[config.mk]
export PLATFORM = sky130hd
export DESIGN_NAME = load_store_unit
export DESIGN_NICKNAME = d
export VERILOG_FILES = /design/src/rtl/load_store_unit.sv
export SDC_FILE = /design/constraint.sdc
export NUM_CORES = 1
export LEC_CHECK = 0
export BUFFER_PORTS_ARGS = -buffer_cell sky130_fd_sc_hd__clkbuf_2
export CAP_MARGIN = 5
export CORE_ASPECT_RATIO = 0.5
export CORE_MARGIN = 2
export CORE_UTILIZATION = 25
export CTS_BUF_LIST = sky130_fd_sc_hd__clkbuf_8 sky130_fd_sc_hd__clkbuf_16
export DETAILED_ROUTE_END_ITERATION = 12
export GPL_ROUTABILITY_DRIVEN = 0
export PLACE_DENSITY = 0.5
export REMOVE_ABC_BUFFERS = 1
export SLEW_MARGIN = 20
export SYNTH_ARGS = -nofsm -noshare
export SYNTH_HDL_FRONTEND = slang
export SYNTH_SLANG_ARGS = --single-unit
[constraint.sdc]
create_clock -name clk_i -period 6.2 [get_ports clk_i]
set_clock_uncertainty 0.2 [all_clocks]
set_input_delay 0 -clock clk_i [delete_from_list [all_inputs] [get_ports clk_i]]
set_output_delay 0 -clock clk_i [all_outputs]
set_load 0.01 [all_outputs]
[src/rtl/load_store_unit.sv]
// Memory-stage load/store unit: one outstanding bus access with lane steering,
// load extension, alignment checking and a bus timeout.
module load_store_unit #(
    parameter int DATA_WIDTH = 32,
    parameter int TIMEOUT    = 16
) (
    input  logic                  clk_i,
    input  logic                  rst_i,
    input  logic [DATA_WIDTH-1:0] ALUResultM_i,
    input  logic [DATA_WIDTH-1:0] WriteDataM_i,
    input  logic                  MemReadM_i,
    input  logic                  MemWriteM_i,
    input  logic [1:0]            MemSizeM_i,
    input  logic                  MemUnsignedM_i,
    output logic                  MemReq_o,
    output logic                  MemWe_o,
    output logic [DATA_WIDTH-1:0] MemAddr_o,
    output logic [DATA_WIDTH-1:0] MemWData_o,
    output logic [3:0]            MemByteEn_o,
    input  logic [DATA_WIDTH-1:0] MemRData_i,
    input  logic                  MemAck_i,
    output logic [DATA_WIDTH-1:0] ReadDataM_o,
    output logic                  DoneM_o,
    output logic                  FaultM_o,
    output logic                  StallM_o
);

    localparam int CNT_W = $clog2(TIMEOUT + 1);

    typedef enum logic [1:0] {IDLE, BUSY, RESP} state_t;

    state_t           state;
    logic [CNT_W-1:0] wait_cnt;
    logic [1:0]       addr_lo_p1;
    logic [1:0]       size_p1;
    logic             uns_p1;

    logic req_any;
    logic illegal;
    logic misaligned;

    function automatic logic [DATA_WIDTH-1:0] replicate_store(
        input logic [DATA_WIDTH-1:0] data,
        input logic [1:0]            size
    );
        case (size)
            2'b00:   return {(DATA_WIDTH/8){data[7:0]}};
            2'b01:   return {(DATA_WIDTH/16){data[15:0]}};
            default: return data;
        endcase
    endfunction

    function automatic logic [3:0] byte_enable(
        input logic [1:0] size,
        input logic [1:0] off,
        input logic       we
    );
        if (!we)
            return 4'b1111;
        case (size)
            2'b00:   return 4'b0001 << off;
            2'b01:   return 4'b0011 << off;
            default: return 4'b1111;
        endcase
    endfunction

    function automatic logic [DATA_WIDTH-1:0] extend_load(
        input logic [DATA_WIDTH-1:0] rdata,
        input logic [1:0]            off,
        input logic [1:0]            size,
        input logic                  uns
    );
        logic        [DATA_WIDTH-1:0] sh;
        logic signed [7:0]            b;
        logic signed [15:0]           h;
        logic signed [DATA_WIDTH-1:0] ext;
        sh = rdata >> {off, 3'b000};
        b  = sh[7:0];
        h  = sh[15:0];
        case (size)
            2'b00: begin
                if (uns) ext = {{(DATA_WIDTH-8){1'b0}}, sh[7:0]};
                else     ext = b;
            end
            2'b01: begin
                if (uns) ext = {{(DATA_WIDTH-16){1'b0}}, sh[15:0]};
                else     ext = h;
            end
            default: ext = sh;
        endcase
        return ext;
    endfunction

    assign req_any    = MemReadM_i | MemWriteM_i;
    assign illegal    = (MemReadM_i & MemWriteM_i) | (MemSizeM_i == 2'b11);
    assign misaligned = ((MemSizeM_i == 2'b01) & ALUResultM_i[0]) |
                        ((MemSizeM_i == 2'b10) & (ALUResultM_i[1:0] != 2'b00));

    assign StallM_o = (state == BUSY) | ((state == IDLE) & req_any);

    always_ff @(posedge clk_i or posedge rst_i) begin
        if (rst_i) begin
            state       <= IDLE;
            wait_cnt    <= '0;
            addr_lo_p1  <= '0;
            size_p1     <= '0;
            uns_p1      <= 1'b0;
            MemReq_o    <= 1'b0;
            MemWe_o     <= 1'b0;
            MemAddr_o   <= '0;
            MemWData_o  <= '0;
            MemByteEn_o <= '0;
            ReadDataM_o <= '0;
            DoneM_o     <= 1'b0;
            FaultM_o    <= 1'b0;
        end else begin
            DoneM_o  <= 1'b0;
            FaultM_o <= 1'b0;
            case (state)
                // Accept: latch the access, or fault without touching the bus
                IDLE: begin
                    if (req_any) begin
                        if (illegal || misaligned) begin
                            state    <= RESP;
                            DoneM_o  <= 1'b1;
                            FaultM_o <= 1'b1;
                        end else begin
                            state       <= BUSY;
                            wait_cnt    <= '0;
                            addr_lo_p1  <= ALUResultM_i[1:0];
                            size_p1     <= MemSizeM_i;
                            uns_p1      <= MemUnsignedM_i;
                            MemReq_o    <= 1'b1;
                            MemWe_o     <= MemWriteM_i;
                            MemAddr_o   <= {ALUResultM_i[DATA_WIDTH-1:2], 2'b00};
                            MemWData_o  <= replicate_store(WriteDataM_i, MemSizeM_i);
                            MemByteEn_o <= byte_enable(MemSizeM_i, ALUResultM_i[1:0],
                                                       MemWriteM_i);
                        end
                    end
                end
                // Bus phase: MemWe_o doubles as the latched write flag
                BUSY: begin
                    if (MemAck_i) begin
                        state    <= RESP;
                        MemReq_o <= 1'b0;
                        MemWe_o  <= 1'b0;
                        DoneM_o  <= 1'b1;
                        if (!MemWe_o)
                            ReadDataM_o <= extend_load(MemRData_i, addr_lo_p1,
                                                       size_p1, uns_p1);
                    end else if (wait_cnt == CNT_W'(TIMEOUT - 1)) begin
                        state       <= RESP;
                        MemReq_o    <= 1'b0;
                        MemWe_o     <= 1'b0;
                        DoneM_o     <= 1'b1;
                        FaultM_o    <= 1'b1;
                        ReadDataM_o <= '0;
                    end else begin
                        wait_cnt <= wait_cnt + CNT_W'(1);
                    end
                end
                RESP:    state <= IDLE;
                default: state <= IDLE;
            endcase
        end
    end

endmodule

==> impl_metrics.csv <==
group,metric,value,unit
setup_path,critical_path.startpoint,"state[1]",
sta,max_clock_freq,312.1,MHz
route,via_count,5102,
route,drt-wirelength-per-cell,14.74,µm
clocking,clock_tree.buffer_depth,2,
clocking,tritoncts,"yes",
setup_path,cp_max_fo,18,
placement,placement.setup.worst_slack,2.967,ns
hold_path,min_path_type,"in -> async",
route,drt-total-wl,16970,µm
global_route,largest_net_degree_at_the_start_of_global_routing,71,
sta,finalSetupViolCount,0,
setup_path,worst_r2r_startpoint,"state[1]",
placement,portbufs,206,
sta,timing_hold_violations_final,2,
synthesis,synthDistinctLibCells,42,
floorplanning,initial_utilization,0.2552,
pwr,irDropWorstVdd,187.5,µV
global_route,globalRouteOverflowTotal,0,
setup_path,critical-path-slowest-cell,"sky130_fd_sc_hd__nor3b_2",
global_route,grt_pass1_vias,5306,
route,post_drt_via_cell_ratio,4.433,
sta,timing.setup.tns,0,ns
layout,nets,971,
setup_path,worstSetupEndpointType,"register",
floorplanning,core.rowCount,37,
setup_path,timing.rr.end,"ReadDataM_o[25]",
synthesis,synth-seq-area-share,0.5438,
sta,share_of_the_cycle_needed_by_the_critical_path_after_routing,0.5168,
sta,rsz0062_at_grt,"no",
setup_path,critPathLaunchType,"register",
setup_path,worstPathArrival,3.36,ns
clocking,cts_sinks,114,
placement,postPlaceCellArea,6497,µm²
clocking,clkSlewWorstSetupHoldPaths,0.06,ns
floorplanning,design.die.area,22230,µm²
synthesis,gate_count_post_synth,553,
flow_run,cap_viol_max_count,0,
global_route,grt_first_pass_wirelength,27560,µm
route,antenna_violating_nets_post_route,0,
clocking,clock_latency_at_the_later_pin_of_the_worst_skew_pair,0.42,ns
floorplanning,ios,209,
sta,finalWorstSetupSlack,2.996,ns
synthesis,synth_area,5246,µm²
setup_path,r2r_slack,3.00,ns
clocking,cts_inserted_buffers,17,
synthesis,ys_ff_latch,114,
setup_path,worst_path_cell_trace,"nand4bb_1, nor3b_2, nor2b_1, a221o_1",
pwr,power.density_cell_area,434.6,nW/µm²
layout,final_area,8323,µm²
setup_path,critical-path-max-stage-delay,0.81,ns
sta,worst_pin_slew,1.112,ns
clocking,post_cts_buffers,0,
clocking,root_buffer,"sky130_fd_sc_hd__clkbuf_16",
pwr,p_leak,4.196,nW
floorplanning,die_width,208.9,µm
status,outcome,"finished with violations",
sta,slew_headroom,0.2588,
status,failing_checks,"negative hold slack",
sta,final.min_clock_period,3.204,ns
sta,final_max_slew_viol_count,0,
layout,fillCellCount,2051,
global_route,antenna_violations_before_repair,0,
setup_path,worst_ep_required_time,6.35,ns
synthesis,post_synth.cell_area_avg,9.487,µm²
layout,n_antenna_cell,0,
clocking,clock_tree.htree_level_count,4,
route,post-route-drc-count,0,
pwr,power.total,0.003617,W
synthesis,yosys_warnings,0,
setup_path,critical_path_class,"reg -> reg",
route,dr.first_iter.drc_count,270,
floorplanning,core_area,20550,µm²
placement,dp_hpwl,10860,µm
setup_path,r2r_cells,4,
floorplanning,fp.dieH,106.4,µm
global_route,grt_util_all_layers,0.1564,
layout,layout-area-overhead-vs-synth,58.65,%
layout,drive_above_1_share,0.2950,
route,detail_route.first_pass.iterations,5,
sta,hold_ws,-0.002229,ns
-- metrics by stage --
step	util	instances	hold WS, ns
finish	0.4049	1151	-0.002229
global route	0.4049	1151	0.04579
CTS	0.4039	1150	0.006690
detailed placement	0.3161	997	-0.09261
global placement	0.3161	997	-0.09891
floorplan	-	514	-0.09456
-- per-layer routing --
| metal | share of wire | GRT usage | up-vias | wire length (µm) |
|---|---|---|---|---|
| li1 | - | - | 2509 | - |
| met1 | 0.45 | 0.1927 | 2460 | 7583 |
| met2 | 0.50 | 0.2702 | 106 | 8462 |
| met3 | 0.032 | 0.03604 | 27 | 537 |
| met4 | 0.023 | 0.05510 | 0 | 386 |
| met5 | 0 | 0 | - | 0 |
-- cell usage in the layout (no fill, tap or decap), types with 4 or more instances in the layout --
cell type	Yosys	final
sky130_fd_sc_hd__clkbuf_2	0	206
sky130_fd_sc_hd__nand2_1	174	174
sky130_fd_sc_hd__dlygate4sd3_1	0	121
sky130_fd_sc_hd__dfrtp_1	114	114
sky130_fd_sc_hd__o21ai_0	53	53
sky130_fd_sc_hd__mux2i_1	39	39
sky130_fd_sc_hd__a21oi_1	30	30
sky130_fd_sc_hd__nor2_1	21	21
sky130_fd_sc_hd__clkbuf_16	0	17
sky130_fd_sc_hd__a221o_1	16	16
sky130_fd_sc_hd__mux2_2	8	8
sky130_fd_sc_hd__nand3b_1	8	8
sky130_fd_sc_hd__inv_1	7	6
sky130_fd_sc_hd__nand3_1	6	6
sky130_fd_sc_hd__clkinv_4	0	5
sky130_fd_sc_hd__nor2b_1	4	4
sky130_fd_sc_hd__buf_4	2	4
-- flip-flops by register name (all words and copies together), names as in the netlist --
name / flops
MemReq_o: 1
wait_cnt: 5
size_p1: 2
FaultM_o: 1
MemByteEn_o: 4
uns_p1: 1
ReadDataM_o: 32
MemWe_o: 1
state: 2
DoneM_o: 1
MemWData_o: 32
addr_lo_p1: 2
MemAddr_o: 30
-- power breakdown --
| part | switching [W] | total, W | internal (W) |
|---|---|---|---|
| Sequential | 0.000253 | 0.00134 | 0.00108 |
| Clock | 0.000384 | 0.000991 | 0.000607 |
| Combinational | 0.000693 | 0.00129 | 0.000596 |
| Total | 0.00133 | 0.00362 | 0.00229 |
-- cell usage after synthesis --
master                        n  area (µm²)
sky130_fd_sc_hd__o211ai_1     2       15.01
sky130_fd_sc_hd__nor2_1      21       78.83
sky130_fd_sc_hd__mux2_2       8       90.09
sky130_fd_sc_hd__buf_1        6       22.52
sky130_fd_sc_hd__o2111a_1     1       11.26
sky130_fd_sc_hd__o21a_1       1       7.510
sky130_fd_sc_hd__nor3_1       2       10.01
sky130_fd_sc_hd__a21oi_1     30       150.1
sky130_fd_sc_hd__nand2_1    174       653.1
sky130_fd_sc_hd__a32oi_1      1       8.760
sky130_fd_sc_hd__conb_1       1       3.750
sky130_fd_sc_hd__nand2b_1     3       18.77
sky130_fd_sc_hd__dfrtp_1    114        2853
sky130_fd_sc_hd__nor3b_2      1       12.51
sky130_fd_sc_hd__a221o_1     16       160.2
sky130_fd_sc_hd__o22a_1       1       8.760
sky130_fd_sc_hd__buf_6        2       22.52
sky130_fd_sc_hd__a211o_1      1       8.760
sky130_fd_sc_hd__o2bb2ai_1    1       8.760
sky130_fd_sc_hd__and3_1       2       12.51
sky130_fd_sc_hd__nor2b_1      4       25.02
sky130_fd_sc_hd__mux2i_1     39       390.4
sky130_fd_sc_hd__or3_1        1       6.260
sky130_fd_sc_hd__nand3_1      6       30.03
sky130_fd_sc_hd__clkbuf_1    27       101.4
sky130_fd_sc_hd__ha_1         2       25.02
sky130_fd_sc_hd__o31ai_1      1       7.510
sky130_fd_sc_hd__or2_2        1       6.260
sky130_fd_sc_hd__o21ai_0     53       265.3
sky130_fd_sc_hd__a31oi_1      3       18.77
sky130_fd_sc_hd__nand4bb_1    1       11.26
sky130_fd_sc_hd__o2111ai_1    1       8.760
sky130_fd_sc_hd__o21bai_1     1       7.510
sky130_fd_sc_hd__a22o_1       1       8.760
sky130_fd_sc_hd__xor2_1       1       8.760
sky130_fd_sc_hd__nor3b_4      1       18.77
sky130_fd_sc_hd__mux4_2       1       22.52
sky130_fd_sc_hd__a32o_2       1       11.26
sky130_fd_sc_hd__nand3b_1     8       60.06
sky130_fd_sc_hd__buf_2        3       15.01
sky130_fd_sc_hd__buf_4        2       15.01
sky130_fd_sc_hd__inv_1        7       26.28
-- critical path: cells and delay by family, from the launching register on --
family,cells,cell delay (ns)
and+or+nand+nor,3,2.21
DFF,1,0.46
AOI/OAI and AO/OA,1,0.26
-- worst max-delay path by stage --
stage / end / slack [ns] / cells after the start
final: ReadDataM_o[25] / 3.00 / 4
after global routing: ReadDataM_o[31] / 2.67 / 4
after CTS: ReadDataM_o[31] / 2.93 / 4
after detailed placement: ReadDataM_o[27] / 2.97 / 4
after global placement: ReadDataM_o[26] / 3.11 / 4
after floorplan: MemWData_o[10] / 2.07 / 3
-- final cells by class --
| type | count | area [µm²] | area share |
|---|---|---|---|
| Sequential cell | 114 | 2853 | 0.3428 |
| Timing Repair Buffer | 332 | 2292 | 0.2754 |
| Multi-Input combinational cell | 393 | 2213 | 0.2659 |
| Clock buffer | 18 | 439.2 | 0.05277 |
| Tap cell | 273 | 341.6 | 0.04104 |
| Clock inverter | 14 | 155.1 | 0.01864 |
| Inverter | 7 | 28.78 | 0.003458 |
-- cells by family after synthesis --
group                    share of synthesized area
AND/OR/NAND/NOR                             0.1798
AO/OA/AOI/OAI                               0.1347
flip-flops                                  0.5438
multiplexers                               0.09587
buffers and inverters                      0.03863
adder cells (fa/ha/maj)                   0.004769
other                                    0.0007148
XOR/XNOR                                  0.001670
-- timing repair --
| action | in CTS | in global routing |
|---|---|---|
| endpoints found under the hold margin | 158 | 0 |
| setup endpoints to repair | 0 | 0 |
| hold buffers | 121 | 0 |
| resized for setup | 0 | 0 |
Note: power is estimated with default switching activity, not from simulation.
